===== src/rtl/adder_subtractor_bist_pkg.sv =====
// Shared types and LFSR helpers for the adder/subtractor stimulus/response engine.
package adder_subtractor_bist_pkg;

    localparam int LFSR_W = 16;
    localparam logic [LFSR_W-1:0] LFSR_POLY = 16'hB400;

    typedef enum logic [1:0] {
        IDLE,
        DRIVE,
        CHECK,
        DONE
    } state_t;

    // An all-zero Galois register never leaves zero, so a zero seed is remapped.
    function automatic logic [LFSR_W-1:0] lfsr_seed_fix(input logic [LFSR_W-1:0] v);
        return (v == '0) ? 16'h0001 : v;
    endfunction

    function automatic logic [LFSR_W-1:0] lfsr_step(input logic [LFSR_W-1:0] v);
        return v[0] ? ((v >> 1) ^ LFSR_POLY) : (v >> 1);
    endfunction

endpackage


===== src/rtl/adder_subtractor_bist_if.sv =====
// Operand/result bus between the BIST engine (master) and the adder/subtractor (slave).
interface adder_subtractor_bist_if #(
    parameter int WIDTH = 4
);
    logic [WIDTH-1:0] A;
    logic [WIDTH-1:0] B;
    logic             mode;
    logic [WIDTH-1:0] sum;
    logic             cout;

    modport master (output A, B, mode, input sum, cout);
    modport slave  (input A, B, mode, output sum, cout);
endinterface


===== src/rtl/adder_subtractor_bist_lfsr.sv =====
// 16-bit right-shifting Galois LFSR with load and advance controls.
module bist_lfsr
    import adder_subtractor_bist_pkg::*;
(
    input  logic              clk,
    input  logic              rst_n,
    input  logic              load,
    input  logic [LFSR_W-1:0] seed,
    input  logic              advance,
    output logic [LFSR_W-1:0] q
);

    always_ff @(posedge clk) begin
        if (!rst_n || load) begin
            q <= lfsr_seed_fix(seed);
        end else if (advance) begin
            q <= lfsr_step(q);
        end
    end

endmodule


===== src/rtl/adder_subtractor_bist.sv =====
// BIST engine: drives LFSR operand pairs (adds, then subtracts) and checks {cout,sum}.
//   state | meaning
//   IDLE  | waiting for start after reset
//   DRIVE | operands on the bus, DUT settling
//   CHECK | result sampled and compared at the closing edge
//   DONE  | results held until next start
module adder_subtractor_bist
    import adder_subtractor_bist_pkg::*;
#(
    parameter int               WIDTH       = 4,
    parameter int               NUM_VECTORS = 10,
    parameter logic [LFSR_W-1:0] SEED       = 16'h0005
) (
    input  logic                    clk,
    input  logic                    rst_n,
    input  logic                    start,
    adder_subtractor_bist_if.master bus,
    output logic                    busy,
    output logic                    done,
    output logic                    pass,
    output logic [7:0]              err_count,
    output logic [7:0]              fail_index
);

    localparam logic [7:0] HALF = 8'(NUM_VECTORS / 2);
    localparam logic [7:0] LAST = 8'(NUM_VECTORS - 1);

    state_t              state, state_nxt;
    logic [LFSR_W-1:0]   lfsr_q;
    logic [7:0]          index;
    logic [7:0]          index_inc;
    logic                start_run, check_now, last, load_ops, mismatch;
    logic                mode_nxt;
    logic [2*WIDTH-1:0]  op_src;
    logic [WIDTH:0]      expected;

    bist_lfsr u_lfsr (
        .clk     (clk),
        .rst_n   (rst_n),
        .load    (start_run),
        .seed    (SEED),
        .advance (check_now),
        .q       (lfsr_q)
    );

    always_ff @(posedge clk) begin
        if (!rst_n) state <= IDLE;
        else        state <= state_nxt;
    end

    always_comb begin
        state_nxt = state;
        start_run = 1'b0;
        check_now = 1'b0;
        case (state)
            IDLE, DONE: begin
                if (start) begin
                    start_run = 1'b1;
                    state_nxt = DRIVE;
                end
            end
            DRIVE: state_nxt = CHECK;
            CHECK: begin
                check_now = 1'b1;
                state_nxt = last ? DONE : DRIVE;
            end
            default: state_nxt = IDLE;
        endcase
        busy = (state == DRIVE) || (state == CHECK);
        done = (state == DONE);
    end

    assign pass = done && (err_count == 8'd0);

    // Operands are registered on entry to DRIVE, so they come from the value the LFSR is about to take.
    assign index_inc = index + 8'd1;
    assign last      = (index == LAST);
    assign load_ops  = start_run || (check_now && !last);
    assign op_src    = start_run ? (2*WIDTH)'(lfsr_seed_fix(SEED)) : (2*WIDTH)'(lfsr_step(lfsr_q));
    assign mode_nxt  = (start_run ? 8'd0 : index_inc) >= HALF;

    always_comb begin
        if (bus.mode) expected = {1'b0, bus.A} + {1'b0, ~bus.B} + (WIDTH+1)'(1);
        else          expected = {1'b0, bus.A} + {1'b0, bus.B};
    end

    assign mismatch = ({bus.cout, bus.sum} != expected);

    always_ff @(posedge clk) begin
        if (!rst_n) begin
            bus.A      <= '0;
            bus.B      <= '0;
            bus.mode   <= 1'b0;
            index      <= 8'd0;
            err_count  <= 8'd0;
            fail_index <= 8'd0;
        end else begin
            if (load_ops) begin
                bus.A    <= op_src[WIDTH-1:0];
                bus.B    <= op_src[2*WIDTH-1:WIDTH];
                bus.mode <= mode_nxt;
            end
            if (start_run) begin
                index      <= 8'd0;
                err_count  <= 8'd0;
                fail_index <= 8'd0;
            end else if (check_now) begin
                index <= index_inc;
                if (mismatch) begin
                    if (err_count != 8'hFF) err_count <= err_count + 8'd1;
                    if (err_count == 8'd0)  fail_index <= index;
                end
            end
        end
    end

endmodule


===== src/flat_wrapper.sv =====
// flat-port wrapper written by rule: the top's interface ports become plain ports
module adder_subtractor_bist_flat import adder_subtractor_bist_pkg::*;
#(
    parameter int               WIDTH       = 4,
    parameter int               NUM_VECTORS = 10,
    parameter logic [LFSR_W-1:0] SEED       = 16'h0005
)
  (clk, rst_n, start, busy, done, pass, err_count, fail_index, bus_A, bus_B, bus_mode, bus_sum, bus_cout);
  adder_subtractor_bist_if #(.WIDTH(WIDTH)) bus_i ();
  input  logic clk;
  input  logic rst_n;
  input  logic start;
  output logic busy;
  output logic done;
  output logic pass;
  output logic [7:0] err_count;
  output logic [7:0] fail_index;
  output wire logic [$bits(bus_i.A)-1:0] bus_A;
  output wire logic [$bits(bus_i.B)-1:0] bus_B;
  output wire logic [$bits(bus_i.mode)-1:0] bus_mode;
  input wire logic [$bits(bus_i.sum)-1:0] bus_sum;
  input wire logic [$bits(bus_i.cout)-1:0] bus_cout;
  assign bus_A = bus_i.A;
  assign bus_B = bus_i.B;
  assign bus_mode = bus_i.mode;
  assign bus_i.sum = bus_sum;
  assign bus_i.cout = bus_cout;
  adder_subtractor_bist #(.WIDTH(WIDTH), .NUM_VECTORS(NUM_VECTORS), .SEED(SEED)) u_core (.clk(clk), .rst_n(rst_n), .start(start), .bus(bus_i), .busy(busy), .done(done), .pass(pass), .err_count(err_count), .fail_index(fail_index));
endmodule

===== config.mk =====
export PLATFORM = sky130hd
export DESIGN_NAME = adder_subtractor_bist_flat
export DESIGN_NICKNAME = d
export VERILOG_FILES = /design/src/rtl/adder_subtractor_bist_pkg.sv /design/src/rtl/adder_subtractor_bist_if.sv /design/src/rtl/adder_subtractor_bist_lfsr.sv /design/src/rtl/adder_subtractor_bist.sv /design/src/flat_wrapper.sv
export SDC_FILE = /design/constraint.sdc
export NUM_CORES = 1
export LEC_CHECK = 0
export ABC_AREA = 0
export CORE_MARGIN = 5
export CORE_UTILIZATION = 59
export DETAILED_ROUTE_END_ITERATION = 10
export PLACE_DENSITY = 0.85
export SLEW_MARGIN = 20
export SYNTH_ARGS = -nofsm -noshare
export SYNTH_HDL_FRONTEND = slang
export SYNTH_SLANG_ARGS = --single-unit

===== constraint.sdc =====
create_clock -name clk -period 4.7 [get_ports clk]
set_clock_uncertainty 0.05 [all_clocks]
set_input_delay 0.94 -clock clk [delete_from_list [all_inputs] [get_ports clk]]
set_output_delay 0.94 -clock clk [all_outputs]
set_load 0.005 [all_outputs]

After elaboration in Yosys (flattened, before gate mapping)

Index checks and enable logic that the tools add are counted.

Output and inout port bits: 28
Register bits after elaboration: 51
Memories kept: 0
Bits in read-only memories: 0
Input port bits: 8
Latch bits: 0
Bits in writable memories: 0

Shifts and indexed selects: 0
Divide/modulo/power cells: 0
Eq/ne operators: 7
$add $sub $neg: 5
Reduce and logical (&&, ||, !) cells: 13
Multiply operators: 0
Bitwise logic cells: 3
Mux-type cells: 10
Magnitude comparators: 1

Operators by type and width:

| operator                                                                             | number |
|---|---|
| 8-bit by 1-bit adder with 8-bit output (second input constant)                       | 2 |
| 16-bit 2-to-1 mux                                                                    | 1 |
| 8-bit 2-to-1 mux                                                                     | 2 |
| 4-bit by 4-bit adder with 5-bit output                                               | 2 |
| 8-bit by 4-bit equality test with 1-bit output (second input constant)               | 1 |
| 8-bit by 3-bit greater-or-equal comparator with 1-bit output (second input constant) | 1 |
| 8-bit zero test                                                                      | 1 |
| 8-bit != test (second input constant)                                                | 1 |
| 2-bit one-hot mux with 3 select lines                                                | 1 |
| 3-bit AND reduction                                                                  | 2 |
| 5-bit by 1-bit adder with 5-bit output (second input constant)                       | 1 |
| 5-bit 2-to-1 mux                                                                     | 1 |
| 5-bit != test                                                                        | 1 |
| 2-bit equality test (second input constant)                                          | 2 |
| 2-bit 2-to-1 mux                                                                     | 2 |
| 3-bit inverter with 4-bit output                                                     | 1 |
| 4-bit inverter                                                                       | 1 |
| 2-bit OR reduction                                                                   | 2 |
| 1-bit logical OR                                                                     | 3 |
| 1-bit 2-to-1 mux                                                                     | 3 |
| 2-bit by 1-bit equality test with 1-bit output (second input constant)               | 1 |
| 1-bit logical AND                                                                    | 2 |
| 1-bit zero test                                                                      | 2 |
| 2-bit zero test                                                                      | 1 |
| 2 further kinds                                                                      | 2 |

Longest topological paths before layout

Gate-level depths: netlist of the first run.

Depth after elaboration: 6
Gate-level depth with buffers: 10
Gate-level depth less buffers: 10

By module

From an unflattened synthesis of the first run, not the netlist that was laid out.

Cells, all modules: 300
Area, all modules: 2,886.5 um^2

Modules (own cells, without submodules):

| module                | times used | area an instance (um^2) | seq. area each (um^2) | cells an instance |
|---|---|---|---|---|
| adder_subtractor_bist | 1          | 2,079.5                 | 700.7                 | 251 |
| bist_lfsr             | 1          | 807.0                   | 480.5                 | 49 |

Worst setup path before layout of the first run

Ideal clock, no wire load.

Path kind: register to register
Start point: register u_core.bus.B[0]
End point: register u_core.err_count[6]
Setup time: 0.070 ns
Slack: 2.284 ns
Period minus slack after synthesis: 2.416 ns
Data required time: 4.580 ns
Arrival: 2.296 ns
Cell stages (with the launch flop): 11
Cell sequence: dfxtp_1 ha_1 inv_1 fa_1 nor3_2 a2111oi_2 a31oi_4 xor2_4 o211ai_4 or4_1 a21oi_1

Word-level cells in the longest chain between the ends: 6
Elaborated cells between the ends (all ways): 7

RTL lines:

| element                                  | line                           | text |
|---|---|---|
| from (decl)                              | adder_subtractor_bist_if.sv:11 | `modport master (output A, B, mode, input sum, cout);` |
| from (signal assigned)                   | adder_subtractor_bist.sv:100   | `bus.B <= op_src[2*WIDTH-1:WIDTH];` |
| 4-bit inverter                           | adder_subtractor_bist.sv:83    | `if (bus.mode) expected = {1'b0, bus.A} + {1'b0, ~bus.B} + (WIDTH+1)'(1);` |
| 4-bit by 4-bit adder with 5-bit output   | adder_subtractor_bist.sv:83    |  |
| 5-bit by 1-bit adder with 5-bit output   | adder_subtractor_bist.sv:83    |  |
| 5-bit 2-to-1 mux (*)                     | adder_subtractor_bist.sv:83    |  |
| 5-bit != test (*)                        | adder_subtractor_bist.sv:87    | `assign mismatch = ({bus.cout, bus.sum} != expected);` |
| 3-bit AND reduction (no source line) (*) | --                             |  |
| to (signal assigned)                     | adder_subtractor_bist.sv:110   | `if (err_count != 8'hFF) err_count <= err_count + 8'd1;` |
| to (decl)                                | adder_subtractor_bist.sv:21    | `output logic [7:0] err_count,` |

Every way passes the cells marked *; elsewhere a longest branch is shown, timed or not.
A chain may end at the register's enable or synchronous reset.

Worst setup path after layout of the first run

Start point: register u_core.err_count[0]
End point: output pass

Word-level cells in the longest chain between the ends: 2

RTL lines:

| element           | line                        | text |
|---|---|---|
| 8-bit zero test   | adder_subtractor_bist.sv:73 | `assign pass = done && (err_count == 8'd0);` |
| 1-bit logical AND | adder_subtractor_bist.sv:73 |  |
| to (decl)         | flat_wrapper.sv:15          | `output logic pass;` |

No other way between the ends.

==> impl_metrics.yaml, run 1 <==
run_status:
  status: "completed"
finish:
  final_cell_mix: "dfxtp_1, nor2_1, clkdlybuf4s50_1, nand2_1, mux2i_1"
  fin_cells: 381
  final_layout_size_suffix_gt1_share_pct: 5.471
  final_cell_area_mm2: 0.003143
  syn2layout_area_growth_pct: 19.05
  layout_commonest_cell: "dfxtp_1"
  final_nets: 353
  antenna_cells: 0
cts:
  clk-insertion-delay-late_ns: 0.31
  cts-root-buf: "clkbuf_8"
  cts_buffer_depth: 2
  clkTransAtPathRegs_ns: 0.09
  cts_setup_buffers: 0
  cts_tree: "done"
  cts_sinks: 51
  cts_resized: 0
  cts_buffers: 5
  cts_hold_buf: 0
  htreeDepth: 2
pwr:
  powerDensity_mw_per_mm2: 294.6
  irDropWorstVdd_uv: 161.2
  pwr-share-clk_pct: 38.7
  p_comb_share_pct: 12.5
  p_switching_mw: 0.2234
  power.leakage_nw: 1.083
  switching_share_pct: 24.13
  p_int_mw: 0.7024
  power_mw: 0.9259
  pwr-share-seq_pct: 48.9
sta:
  max_slew_margin_pct: 54.60
  rsz0062_at_grt: "false"
  worstMarginPinSlew_ns: 0.6770
  hold_violations: 0
  fin_crit_sh_pct: 68.26
  finalCriticalPeriod_ns: 3.208
  setup_viol: 0
  fmax_ghz: 0.3117
  finalMaxSlewViolations: 0
  final.setup.tns_ns: 0
placed_design:
  dp.cells: 373
  numPortBuffers: 35
  place.gp.congestion: 0.8724
  place_hpwl_mm: 3.670
  placed_area_mm2: 0.003000
global_route:
  grt_pass1_wl_mm: 8.963
  grt_max_degree: 37
  overflow: 0
  antenna_found_initial: 0
  first_global_vias: 1944
  grt_use_total_pct: 18.09
setup_path:
  cp_num_buf_inv: 2
  crit_chain: "inv_1, ha_1, or4b_1, nor4_1, and2_1, clkdlybuf4s50_1"
  critPathArrivalTime_ns: 2.22
  rrSetupSlack_ns: 2.06
  reg2reg_from: "u_core.bus.B[0]$_SDFFE_PN0P_"
  slowest_delay_ns: 0.49
  cp.depth: 6
  r2r_cells: 10
  crit_path_start_kind: "flop"
  critPathLaunch: "u_core.err_count[0]$_SDFFE_PP0P_"
  critPathSlowestCell: "clkdlybuf4s50_1"
  required_ns: 3.71
  r2r-end: "u_core.err_count[6]$_SDFFE_PP0P_"
  critPathMaxFanout: 4
  crit_family: "simple AND/OR/NAND/NOR gates"
  crit_path_end_kind: "output port"
  path_class: "reg2out"
floorplan:
  die_y_um: 76.89
  top_level_ports: 36
  fp.dieW_um: 76.89
  core_area_mm2: 0.004354
  die-area_mm2: 0.005912
  rows: 24
  start_util_pct: 60.63
logic_synthesis:
  ys_ff_latch: 51
  seq_area_frac_synth_pct: 38.67
  synth_top_area_share_pct: 38.67
  synth_cell_types: 47
  ys_warn_count: 0
  syn_area_mm2: 0.002640
  synthCells: 299
  yosysTopAreaCell: "dfxtp_1"
  ys_top_cells_by_area: "dfxtp_1, mux2i_1, ha_1"
  synth_fp_nets: 324
  syn_avg_cell_area_um2: 8.830
route:
  via_count: 2119
  routed_via_density: 5.562
  drtPass1Iterations: 4
  drtAntennaViolNets: 0
  first_iter_violations: 100
  wl_per_cell_um: 13.71
  drt-total-wl_mm: 5.222
  drcViolationCount: 0
min_path:
  min_from: "u_core.fail_index[1]$_SDFFE_PP0P_"
  whs_path_depth: 2
  worstHoldPathType: "reg2reg"
  hold_end: "u_core.fail_index[1]$_SDFFE_PP0P_"
run:
  max-cap-violations: 0
## how the worst max path moves through the flow
| stage | to | slack, ns |
|---|---|---|
| floorplan | u_core.err_count[6]$_SDFFE_PP0P_ | 2.28 |
| global placement | u_core.err_count[6]$_SDFFE_PP0P_ | 1.88 |
| detailed placement | pass | 1.81 |
| CTS | pass | 1.47 |
| global route | pass | 1.37 |
| finish | pass | 1.49 |
## registers in the layout (all words and copies together) (netlist names)
name,cells
u_core.u_lfsr.q,16
u_core.bus.A,4
u_core.state,2
u_core.fail_index,8
u_core.bus.mode,1
u_core.bus.B,4
u_core.err_count,8
u_core.index,8
## metal layers
metal | up-vias | share of wire (%) | wire length (um) | track usage [%]
met5 | - | 0 | 0 | 0
met4 | 0 | 1.2 | 62 | 5.769
met3 | 7 | 4.3 | 227 | 4.333
met2 | 38 | 51 | 2653 | 30.90
met1 | 994 | 44 | 2279 | 22.25
li1 | 1080 | - | - | -
## synth_stat cells, drive strengths merged
cell and count:
nor2 42, fa 2, dfxtp 51, or2 1
o22ai 1, a2111oi 1, and2 3, a21oi 16
nand2b 2, buf 4, or3 7, nor3 3
nand3b 1, o211a 1, a22oi 1, o31ai 1
clkbuf 10, or4b 1, nor3b 2, nand2 29
mux2i 25, ha 15, o2111a 1, a21boi 3
a211oi 5, nand4 5, xor2 8, a31oi 4
or4 1, nand3 12, xnor2 7, inv 16
and3 1, nor2b 1, o21ai 12, nand4b 1
o211ai 2, nor4 1
## worst reg2reg max path: cells and delay by family, from the launching register on
| family | cells | cell delay, ns |
|---|---|---|
| simple gates | 2 | 0.63 |
| compound gates | 4 | 0.61 |
| fa+ha+maj | 2 | 0.57 |
| flops | 1 | 0.42 |
| xor+xnor | 1 | 0.23 |
| buf+inv | 1 | 0.06 |
## logic make-up (layout without fill, tap and decap cells)
| logic type | count (synthesis) | in the layout | share of synthesized area (%) |
|---|---|---|---|
| compound gates | 48 | 48 | 12.37 |
| xor+xnor | 15 | 15 | 5.687 |
| fa+ha+maj | 17 | 17 | 8.626 |
| buf+inv | 30 | 60 | 4.645 |
| flops | 51 | 51 | 38.67 |
| mux | 25 | 25 | 9.479 |
| simple gates | 113 | 113 | 20.52 |
## final cells by class
class                           count  area [um^2]
Sequential cell                    51         1021
Timing Repair Buffer               36        357.8
Clock buffer                        5        68.82
Tap cell                           52        65.06
Fill cell                         316         1211
Inverter                           16        60.06
Clock inverter                      3        67.56
Multi-Input combinational cell    218         1503
## power groups by stage
stage                     Combinational (mW)  Sequential [mW]  Clock (mW)
after floorplan                       0.0833            0.458           0
after global placement                 0.111            0.462           0
after detailed placement               0.114            0.462           0
after CTS                              0.115            0.452       0.366
after global routing                   0.126            0.454       0.384
final                                  0.115            0.452       0.358
## through the flow
| stage | util [%] | worst slack [ns] | hold slack, ns |
|---|---|---|---|
| 3_3_place_gp | 68.91 | 1.879 | 0.3975 |
| 2_1_floorplan | - | 2.284 | 0.4011 |
| 3_5_place_dp | 68.91 | 1.806 | 0.4007 |
| 5_1_grt | 72.18 | 1.375 | 0.4470 |
| 4_1_cts | 72.04 | 1.465 | 0.4161 |
| 6_report | 72.18 | 1.492 | 0.4165 |
Note: power is estimated with default switching activity, not from simulation.
==> inputs of run 2 (changes only) <==
--- a/config.mk
+++ b/config.mk
@@ -7,9 +7,9 @@
 export LEC_CHECK = 0
 export ABC_AREA = 0
 export CORE_MARGIN = 5
-export CORE_UTILIZATION = 59
+export CORE_UTILIZATION = 49
 export DETAILED_ROUTE_END_ITERATION = 10
-export PLACE_DENSITY = 0.85
+export PLACE_DENSITY = 0.75
 export SLEW_MARGIN = 20
 export SYNTH_ARGS = -nofsm -noshare
 export SYNTH_HDL_FRONTEND = slang
==> constraint.sdc (replaced) <==
create_clock -name clk -period 2.9 [get_ports clk]
set_clock_uncertainty 0.05 [all_clocks]
set_input_delay 0.58 -clock clk [delete_from_list [all_inputs] [get_ports clk]]
set_output_delay 0.58 -clock clk [all_outputs]
set_load 0.005 [all_outputs]
==> impl_metrics.yaml, run 2 (synthesis gave the netlist of run 1 again) <==
setup_path:
  required_ns: 2.27
  crit_path_end_kind: "output port"
  critPathArrivalTime_ns: 2.03
  critPathMaxFanout: 4
  path_class: "reg2out"
  crit_path_start_kind: "flop"
sta:
  finalMaxSlewViolations: 0
  fmax_ghz: 0.3759
  worstMarginPinSlew_ns: 0.6668
  fin_ws_ns: 0.2397
  finalCriticalPeriod_ns: 2.660
  hold_violations: 0
  rsz0062_at_grt: "false"
  fin_crit_sh_pct: 91.73
  final.setup.tns_ns: 0
  max_slew_margin_pct: 55.55
  setup_viol: 0
route:
  via_count: 2107
  drt-total-wl_mm: 5.349
  drtPass1Iterations: 4
  wl_per_cell_um: 13.24
  drtAntennaViolNets: 0
  drcViolationCount: 0
  routed_via_density: 5.215
  first_iter_violations: 73
global_route:
  grt_pass1_wl_mm: 9.425
  grt_max_degree: 30
  antenna_found_initial: 0
  overflow: 0
  first_global_vias: 2092
  grt_use_total_pct: 15.99
finish:
  top_register: "u_core.u_lfsr.q"
  antenna_cells: 0
  largest_register_ff_count: 16
  multiInputGateArea_mm2: 0.001503
  final_nets: 358
  syn2layout_area_growth_pct: 20.09
  final_cell_mix: "dfxtp_1, nor2_1, clkdlybuf4s50_1, nand2_1, mux2i_1"
  fillers: 437
  final_layout_size_suffix_gt1_share_pct: 6.587
  fin_cells: 404
  layout_commonest_cell: "dfxtp_1"
  seqCellArea_mm2: 0.001021
run:
  max-cap-violations: 0
pwr:
  power.leakage_nw: 1.095
  power_mw: 1.349
  irDropWorstVdd_uv: 242.1
  powerDensity_mw_per_mm2: 425.6
run_status:
  status: "completed"
cts:
  htreeDepth: 2
  cts_tree: "done"
  cts-root-buf: "clkbuf_8"
  cts_buffer_depth: 2
  clkTransAtPathRegs_ns: 0.10
  cts_sinks: 51
  clk-insertion-delay-late_ns: 0.30
  cts_hold_buf: 0
  cts_buffers: 5
placed_design:
  place_hpwl_mm: 3.973
  place_worst_setup_slack_ns: 0.2655
  numPortBuffers: 35
  place.gp.congestion: 0.8280
  dp.cells: 395
floorplan:
  fp.dieW_um: 83.40
  die_y_um: 83.40
  rows: 26
  die-area_mm2: 0.006956
  top_level_ports: 36
  start_util_pct: 51.04
  core_area_mm2: 0.005172
min_path:
  worstHoldPathType: "reg2reg"
==> run 2: cell count changes in the layout (fill, tap and decap cells not counted), sizes merged <==
| cell | delta |
|---|---|
| buf | +5 |
| bufinv | -2 |
| clkdlybuf4s50 | -1 |
| clkinvlp | +1 |
| dlygate4sd2 | +1 |
| inv | +1 |
==> run 2: critical path: stages (launching register included) <==
cell and delay [ns]:
dfxtp_1 0.35, inv_1 0.10, ha_1 0.15, or4b_1 0.44
nor4_2 0.28, and2_1 0.16, dlygate4sd2_1 0.24
==> run 2: timing repair <==
action / CTS / global route
endpoints found under the hold margin: 0 / 0
setup buffers: 1 / 0
gates resized for setup: 2 / 0
endpoints found under the setup margin: 1 / 0
==> run 2: report_power, final <==
part           internal, mW  switching [mW]  leakage [nW]
combinational        0.0900           0.108         0.642
clock                 0.173           0.246        0.0408
sequential            0.715          0.0176         0.412
==> run 2: layer usage <==
metal / global-route usage (%) / part of all wire [%]
met5: 0 / 0
met4: 4.012 / 0.54
met3: 2.970 / 2.7
met2: 27.62 / 48
met1: 20.44 / 49
==> run 2: layout make-up <==
class / instances / share of cell area, %
Timing Repair Buffer: 41 / 12.83
Sequential cell: 51 / 32.20
Multi-Input combinational cell: 218 / 47.40
Clock inverter: 3 / 0.7498
Inverter: 16 / 1.894
Tap cell: 70 / 2.762
Clock buffer: 5 / 2.170
==> run 2: per-stage QoR <==
step / util [%] / hold WS, ns / cell area (um^2)
after CTS: 61.30 / 0.4136 / 3171
after global placement: 59.26 / 0.3926 / 3065
after global routing: 61.30 / 0.4379 / 3171
after floorplan: - / 0.4011 / 2640
final: 61.30 / 0.4112 / 3171
after detailed placement: 59.26 / 0.3986 / 3065
==> run 2: final timing paths <==
check        cells past startpoint  slack, ns                         startpoint                                 to
max                              6       0.24   u_core.err_count[0]$_SDFFE_PP0P_                               pass
min                              2       0.41  u_core.fail_index[4]$_SDFFE_PP0P_  u_core.fail_index[4]$_SDFFE_PP0P_
max reg2reg                      9       0.26       u_core.bus.B[1]$_SDFFE_PN0P_   u_core.err_count[6]$_SDFFE_PP0P_
min reg2reg                      2       0.41  u_core.fail_index[4]$_SDFFE_PP0P_  u_core.fail_index[4]$_SDFFE_PP0P_
